<file path="config.mk">
export PLATFORM = sky130hd
export DESIGN_NAME = tilexy_miss_sched
export DESIGN_NICKNAME = d
export VERILOG_FILES = /design/src/rtl/tilexy_miss_sched.sv
export SDC_FILE = /design/constraint.sdc
export NUM_CORES = 2
export LEC_CHECK = 0
export CAP_MARGIN = 20
export CORE_ASPECT_RATIO = 0.8
export CORE_MARGIN = 2
export CORE_UTILIZATION = 25
export DETAILED_ROUTE_END_ITERATION = 12
export SETUP_SLACK_MARGIN = 0.02
export SLEW_MARGIN = 20
export SYNTH_ARGS = -nofsm -noshare
export SYNTH_HDL_FRONTEND = slang
export SYNTH_SLANG_ARGS = --single-unit
</file>
<file path="constraint.sdc">
create_clock -name clk -period 45.8 [get_ports clk]
set_clock_uncertainty 0.1 [all_clocks]
set_input_delay 9.16 -clock clk [delete_from_list [all_inputs] [get_ports clk]]
set_output_delay 9.16 -clock clk [all_outputs]
set_load 0.02 [all_outputs]
</file>
<file path="src/rtl/tilexy_miss_sched.sv">
// Miss scheduler: picks queue head or a new miss in age order and injects it on the fwd/back ring.
// One injection per cycle, registered (latency 1); strict ordering, per-direction ring credits.
module tilexy_miss_sched #(
  parameter int tile_X  = 0,
  parameter int tile_Y  = 0,
  parameter int IDX     = 0,
  parameter int DEPTH   = 8,
  parameter int CREDITS = 4
) (
  input  logic             clk,
  input  logic             rst,
  input  logic [2:0]       missue_en,
  input  logic [2:0][38:0] missue_addr,
  input  logic [2:0][39:0] missue_phy,
  output logic             missue_stall,
  input  logic [1:0]       credit_ret,
  output logic             inj_en,
  output logic             inj_fwd,
  output logic [38:0]      inj_addr,
  output logic [39:0]      inj_phy,
  output logic             ovf_err
);

  localparam int         AW        = $clog2(DEPTH);
  localparam logic [1:0] TX        = 2'(tile_X);
  localparam logic [1:0] TY        = 2'(tile_Y);
  localparam logic [3:0] CMAX      = 4'(CREDITS);
  localparam logic [AW:0] DEPTH_C  = (AW+1)'(DEPTH);
  localparam logic [AW:0] STALL_TH = (AW+1)'(DEPTH - 3);

  function automatic logic is_fwd(input logic [3:0] a);
    return (IDX < 2) ? (a[1:0] > TX) : (a[3:2] > TY);
  endfunction

  // Returns {saturated, next_count}; inc and dec together cancel.
  function automatic logic [4:0] cr_next(input logic [3:0] cnt, input logic inc, input logic dec);
    logic [4:0] r;
    r = {1'b0, cnt};
    if (inc && !dec) begin
      if (cnt == CMAX) r = {1'b1, cnt};
      else             r = {1'b0, cnt + 4'd1};
    end else if (dec && !inc) begin
      r = {1'b0, cnt - 4'd1};
    end
    return r;
  endfunction

  logic [38:0]   q_addr [DEPTH];
  logic [39:0]   q_phy  [DEPTH];
  logic [AW-1:0] rd_ptr, wr_ptr;
  logic [AW:0]   occ;
  logic [3:0]    fwd_cr, back_cr;

  logic          head_vld, cand_vld, cand_fwd, inject, pop, drop;
  logic [1:0]    cand_idx;
  logic [38:0]   cand_addr;
  logic [39:0]   cand_phy;
  logic [2:0]    wr_en;
  logic [AW-1:0] wr_slot [3];
  logic [AW:0]   space, n_push;
  logic [4:0]    fwd_nxt, back_nxt;

  always_comb begin
    head_vld  = (occ != '0);
    cand_vld  = head_vld;
    cand_idx  = 2'd3;
    cand_addr = q_addr[rd_ptr];
    cand_phy  = q_phy[rd_ptr];
    // Descending scan so the lowest valid index wins when the queue is empty.
    for (int i = 2; i >= 0; i--) begin
      if (!head_vld && missue_en[i]) begin
        cand_vld  = 1'b1;
        cand_idx  = 2'(i);
        cand_addr = missue_addr[i];
        cand_phy  = missue_phy[i];
      end
    end
    cand_fwd = is_fwd(cand_addr[3:0]);
    inject   = cand_vld && (cand_fwd ? (fwd_cr != 4'd0) : (back_cr != 4'd0));
    pop      = inject && head_vld;

    // A pop this cycle frees its slot for a same-cycle push.
    space  = DEPTH_C - occ + {{AW{1'b0}}, pop};
    n_push = '0;
    drop   = 1'b0;
    wr_en  = '0;
    for (int i = 0; i < 3; i++) begin
      wr_slot[i] = wr_ptr + n_push[AW-1:0];
      if (missue_en[i] && !(inject && !head_vld && cand_idx == 2'(i))) begin
        if (n_push < space) begin
          wr_en[i] = 1'b1;
          n_push   = n_push + 1'b1;
        end else begin
          drop = 1'b1;
        end
      end
    end

    fwd_nxt  = cr_next(fwd_cr,  credit_ret[1], inject &&  cand_fwd);
    back_nxt = cr_next(back_cr, credit_ret[0], inject && !cand_fwd);
    missue_stall = (occ > STALL_TH);
  end

  always_ff @(posedge clk) begin
    for (int i = 0; i < 3; i++) begin
      if (wr_en[i]) begin
        q_addr[wr_slot[i]] <= missue_addr[i];
        q_phy[wr_slot[i]]  <= missue_phy[i];
      end
    end
  end

  always_ff @(posedge clk) begin
    if (rst) begin
      rd_ptr   <= '0;
      wr_ptr   <= '0;
      occ      <= '0;
      fwd_cr   <= CMAX;
      back_cr  <= CMAX;
      inj_en   <= 1'b0;
      inj_fwd  <= 1'b0;
      inj_addr <= '0;
      inj_phy  <= '0;
      ovf_err  <= 1'b0;
    end else begin
      wr_ptr  <= wr_ptr + n_push[AW-1:0];
      rd_ptr  <= rd_ptr + {{(AW-1){1'b0}}, pop};
      occ     <= occ + n_push - {{AW{1'b0}}, pop};
      fwd_cr  <= fwd_nxt[3:0];
      back_cr <= back_nxt[3:0];
      ovf_err <= ovf_err | drop | fwd_nxt[4] | back_nxt[4];
      inj_en  <= inject;
      if (inject) begin
        inj_fwd  <= cand_fwd;
        inj_addr <= cand_addr;
        inj_phy  <= cand_phy;
      end
    end
  end

endmodule

</file>
==> results.yml <==
worst_setup_path:
  r2r-end: "q_addr[0][10]"
  cp-end-kind: "flip-flop"
  start_kind: "input pin"
  reg2reg_slack_ns: 35.29
  timing.critical_path.mode_cell: "ha_1"
  cp_data_arrival_time_ns: 18.61
  path_max_fanout: 41
  critPathLaunch: "missue_en[1]"
  cp_slowest_cell: "o21ai_2"
  cp_slowest_stage_delay_ns: 0.86
  cp.required_ns: 46.02
  reg2reg_depth: 28
  regToRegStartpoint: "rd_ptr[0]"
  path_class: "input pin to flip-flop"
yosys:
  avgSynthCellArea_sq_um: 13.6
  synth_cells: 3389
  synth-edff-count: 632
  ys_seq_area_share_pct: 45.6
  syn_nets: 3657
  yosys.area_share.simple_pct: 3.11
  synth_compound_area_share_pct: 5.53
  synth_xor_area_share_pct: 0.285
  syn_area_sq_um: 46000
  synth_top_area_share_pct: 41.2
  synth_top_cell_by_area: "edfxtp_1"
  synthTopCellsByArea: "edfxtp_1 41%, mux2_2 17%, mux2_1 14%"
  ys_warn_count: 0
  synth_ff_type: "edfxtp_1"
  synthAdderAreaFrac_pct: 0.701
  synth_seq_cells: 732
  synthMuxAreaShare_pct: 40.5
  synth_top_family_by_area: "multiplexers"
  async_flop_share_pct: 0
  synth_cell_type_count: 60
clock_network:
  cts_resized: 0
  htree_levels: 3
  post_cts_buffers: 0
  insertion_delay_ns: 0.71
  clk_pin_slew_ns: 0.06
  root_buffer: "clkbuf_16"
  cts_tree: "yes"
  cts_max_path_buffers: 3
  cts_made_buffers: 94
  hold_buffers: 0
  cts.sinks: 732
route:
  drcViolationCount: 0
  vias: 30400
  avgViaCountPerCell: 5.04
  detail_route.iter0.violations: 2506
  drt_first_pass_iters: 5
  ant_nets: 0
  wire_per_inst_microns: 27.0
  finalWirelength_microns: 163000
hold_path:
  hold_depth: 2
  min_from: "inj_addr[21]"
  whs_endpoint: "inj_addr[21]"
  worst_hold_path_type: "flip-flop to flip-flop"
placement:
  portBuffers: 326
  dp_hpwl_microns: 91700
  place_congestion: 0.793
  place_area_sq_um: 51100
floorplanning:
  dieWidth_microns: 484
  die-area_sq_um: 188000
  fp.coreArea_sq_um: 183000
  die_y_microns: 388
  ioPinCount: 327
  row_count: 140
  start_util_pct: 25.2
timing:
  tightest_slew_ns: 1.17
  fmax_mhz: 54.4
  hold_viol_final: 0
  drv_slew: 0
  min_period_over_period_pct: 40.2
  maxSlewHeadroom_pct: 21.9
  setup_viol: 0
  tns_ns: 0
  final.min_clock_period_ns: 18.40
  rsz0062_at_grt: "false"
cells_and_area:
  nFillCells: 18300
  regArea_sq_um: 21000
  drive_above_1_share_pct: 29.6
  nets: 3790
  syn_to_final_growth_pct: 17.8
  multi_input_area_sq_um: 23200
  fin_area_sq_um: 54200
pwr:
  p_per_area_nw_per_um2: 69.8
  leakage_nw: 17.6
  ir_worst_vdd_uv: 64.0
global_routing:
  met3_usage_pct: 3.45
  grt_pass1_vias: 30800
  grt_pass1_wl_microns: 232000
  use_met1_pct: 22.6
  use_met2_pct: 27.4
  grt_start_max_net_pins: 153
  busiest_layer: "met2"
  grt_overflow: 0
  grt_use_total_pct: 16.9
  antenna_found_initial: 43
flow_run:
  cap_viol_max_count: 0
outcome:
  status: "finished clean"
cell usage after synthesis (5+ instances only):
cell type	instances
buf_1	141
nor2b_1	8
mux2_1	580
xor2_1	6
ha_1	21
edfxtp_1	632
clkbuf_1	136
nor3_1	9
a21oi_1	165
buf_6	66
mux2i_1	85
mux2_2	675
a211oi_1	159
o211ai_1	7
inv_1	31
o21ai_0	7
nand3_1	11
dfxtp_1	100
nand2_1	32
a31oi_1	5
nand2b_1	7
mux4_2	156
buf_2	5
nor2_1	261
xnor2_1	9
nand3b_1	6
mux2_4	10
logic make-up after synthesis:
| group | count (synthesis) |
|---|---|
| AOI/OAI and AO/OA | 380 |
| xor gates and xnor gates | 15 |
| adders and majority gates | 24 |
| buffers and inverters | 384 |
| DFF | 732 |
| muxes | 1506 |
| and+or+nand+nor | 348 |
power breakdown:
group / leakage, nW / switching [W] / internal, W
sequential: 6.63 / 0.0000956 / 0.00109
clock: 1.48 / 0.000314 / 0.000437
combinational: 9.48 / 0.00111 / 0.000739
area by class of cell:
cell class	instances	area share [%]
tap	2414	5.57
timing repair buffer	390	6.95
multi-input combinational	2273	42.8
clock inverter	55	1.02
clock buffer	120	4.61
inverter	31	0.215
sequential	732	38.7
antenna	17	0.0785
worst max path at each step:
stage,to,slack [ns],depth (start not counted)
after floorplan,q_addr[1][0],23.73,16
after global placement,q_phy[5][37],26.81,29
after detailed placement,q_addr[0][3],26.78,29
after CTS,q_addr[0][10],27.50,29
after global routing,q_addr[0][10],26.81,29
final,q_addr[0][10],27.40,29
metal layers:
layer  routed length (microns)  share of wire [%]
met3                     10500                6.4
met4                      4070                2.5
met2                     76300                 47
met5                       251               0.15
met1                     72000                 44
sequential cells by signal, indices dropped and copies added, names as in the netlist, 3 cells and up:
register and flops:
occ 4, inj_phy 40, wr_ptr 3, q_phy 320, back_cr 4, q_addr 312
fwd_cr 4, rd_ptr 3, inj_addr 39
cell usage in the layout, fill, tap and decap left out, types with 4 or more instances in the layout:
cell type,synthesis,final
bufinv_16,0,9
clkdlybuf4s50_1,0,325
clkinv_2,0,10
nand2_4,0,9
a31oi_1,5,5
inv_1,31,31
mux2_1,580,580
mux2_2,675,675
mux2_4,10,10
edfxtp_1,632,632
a2111oi_4,4,4
mux4_2,156,156
xor2_1,6,6
nor2b_1,8,8
diode_2,0,17
xnor2_1,9,9
clkbuf_16,0,95
nand2b_1,7,7
mux2i_1,85,85
nor3_1,9,9
a2111o_2,0,4
o21ai_0,7,7
buf_4,4,63
nand3_1,11,11
ha_1,21,21
clkbuf_1,136,22
dfxtp_1,100,97
clkinv_1,0,25
nand2_1,32,22
nand3b_1,6,6
a211oi_1,159,159
o211ai_1,7,7
nor2_1,261,259
a21oi_1,165,165
through the flow:
step	power [W]	std cells	utilization, %	setup slack (ns)	hold slack, ns
global placement	0.00302	5840	28.0	26.81	0.368
global route	0.00399	6029	29.7	26.81	0.417
CTS	0.00382	6015	29.7	27.50	0.390
detailed placement	0.00305	5840	28.0	26.78	0.376
finish	0.00379	6032	29.7	27.40	0.385
floorplan	0.00248	3389	-	23.73	0.383
critical path, delay by kind of cell:
kind                       cells  cell delay [ns]
AOI/OAI and AO/OA             10             3.50
and+or+nand+nor               10             2.66
buffers and inverters          5             2.23
adders and majority gates      4             0.91
Power figures use the tool's default switching activity.
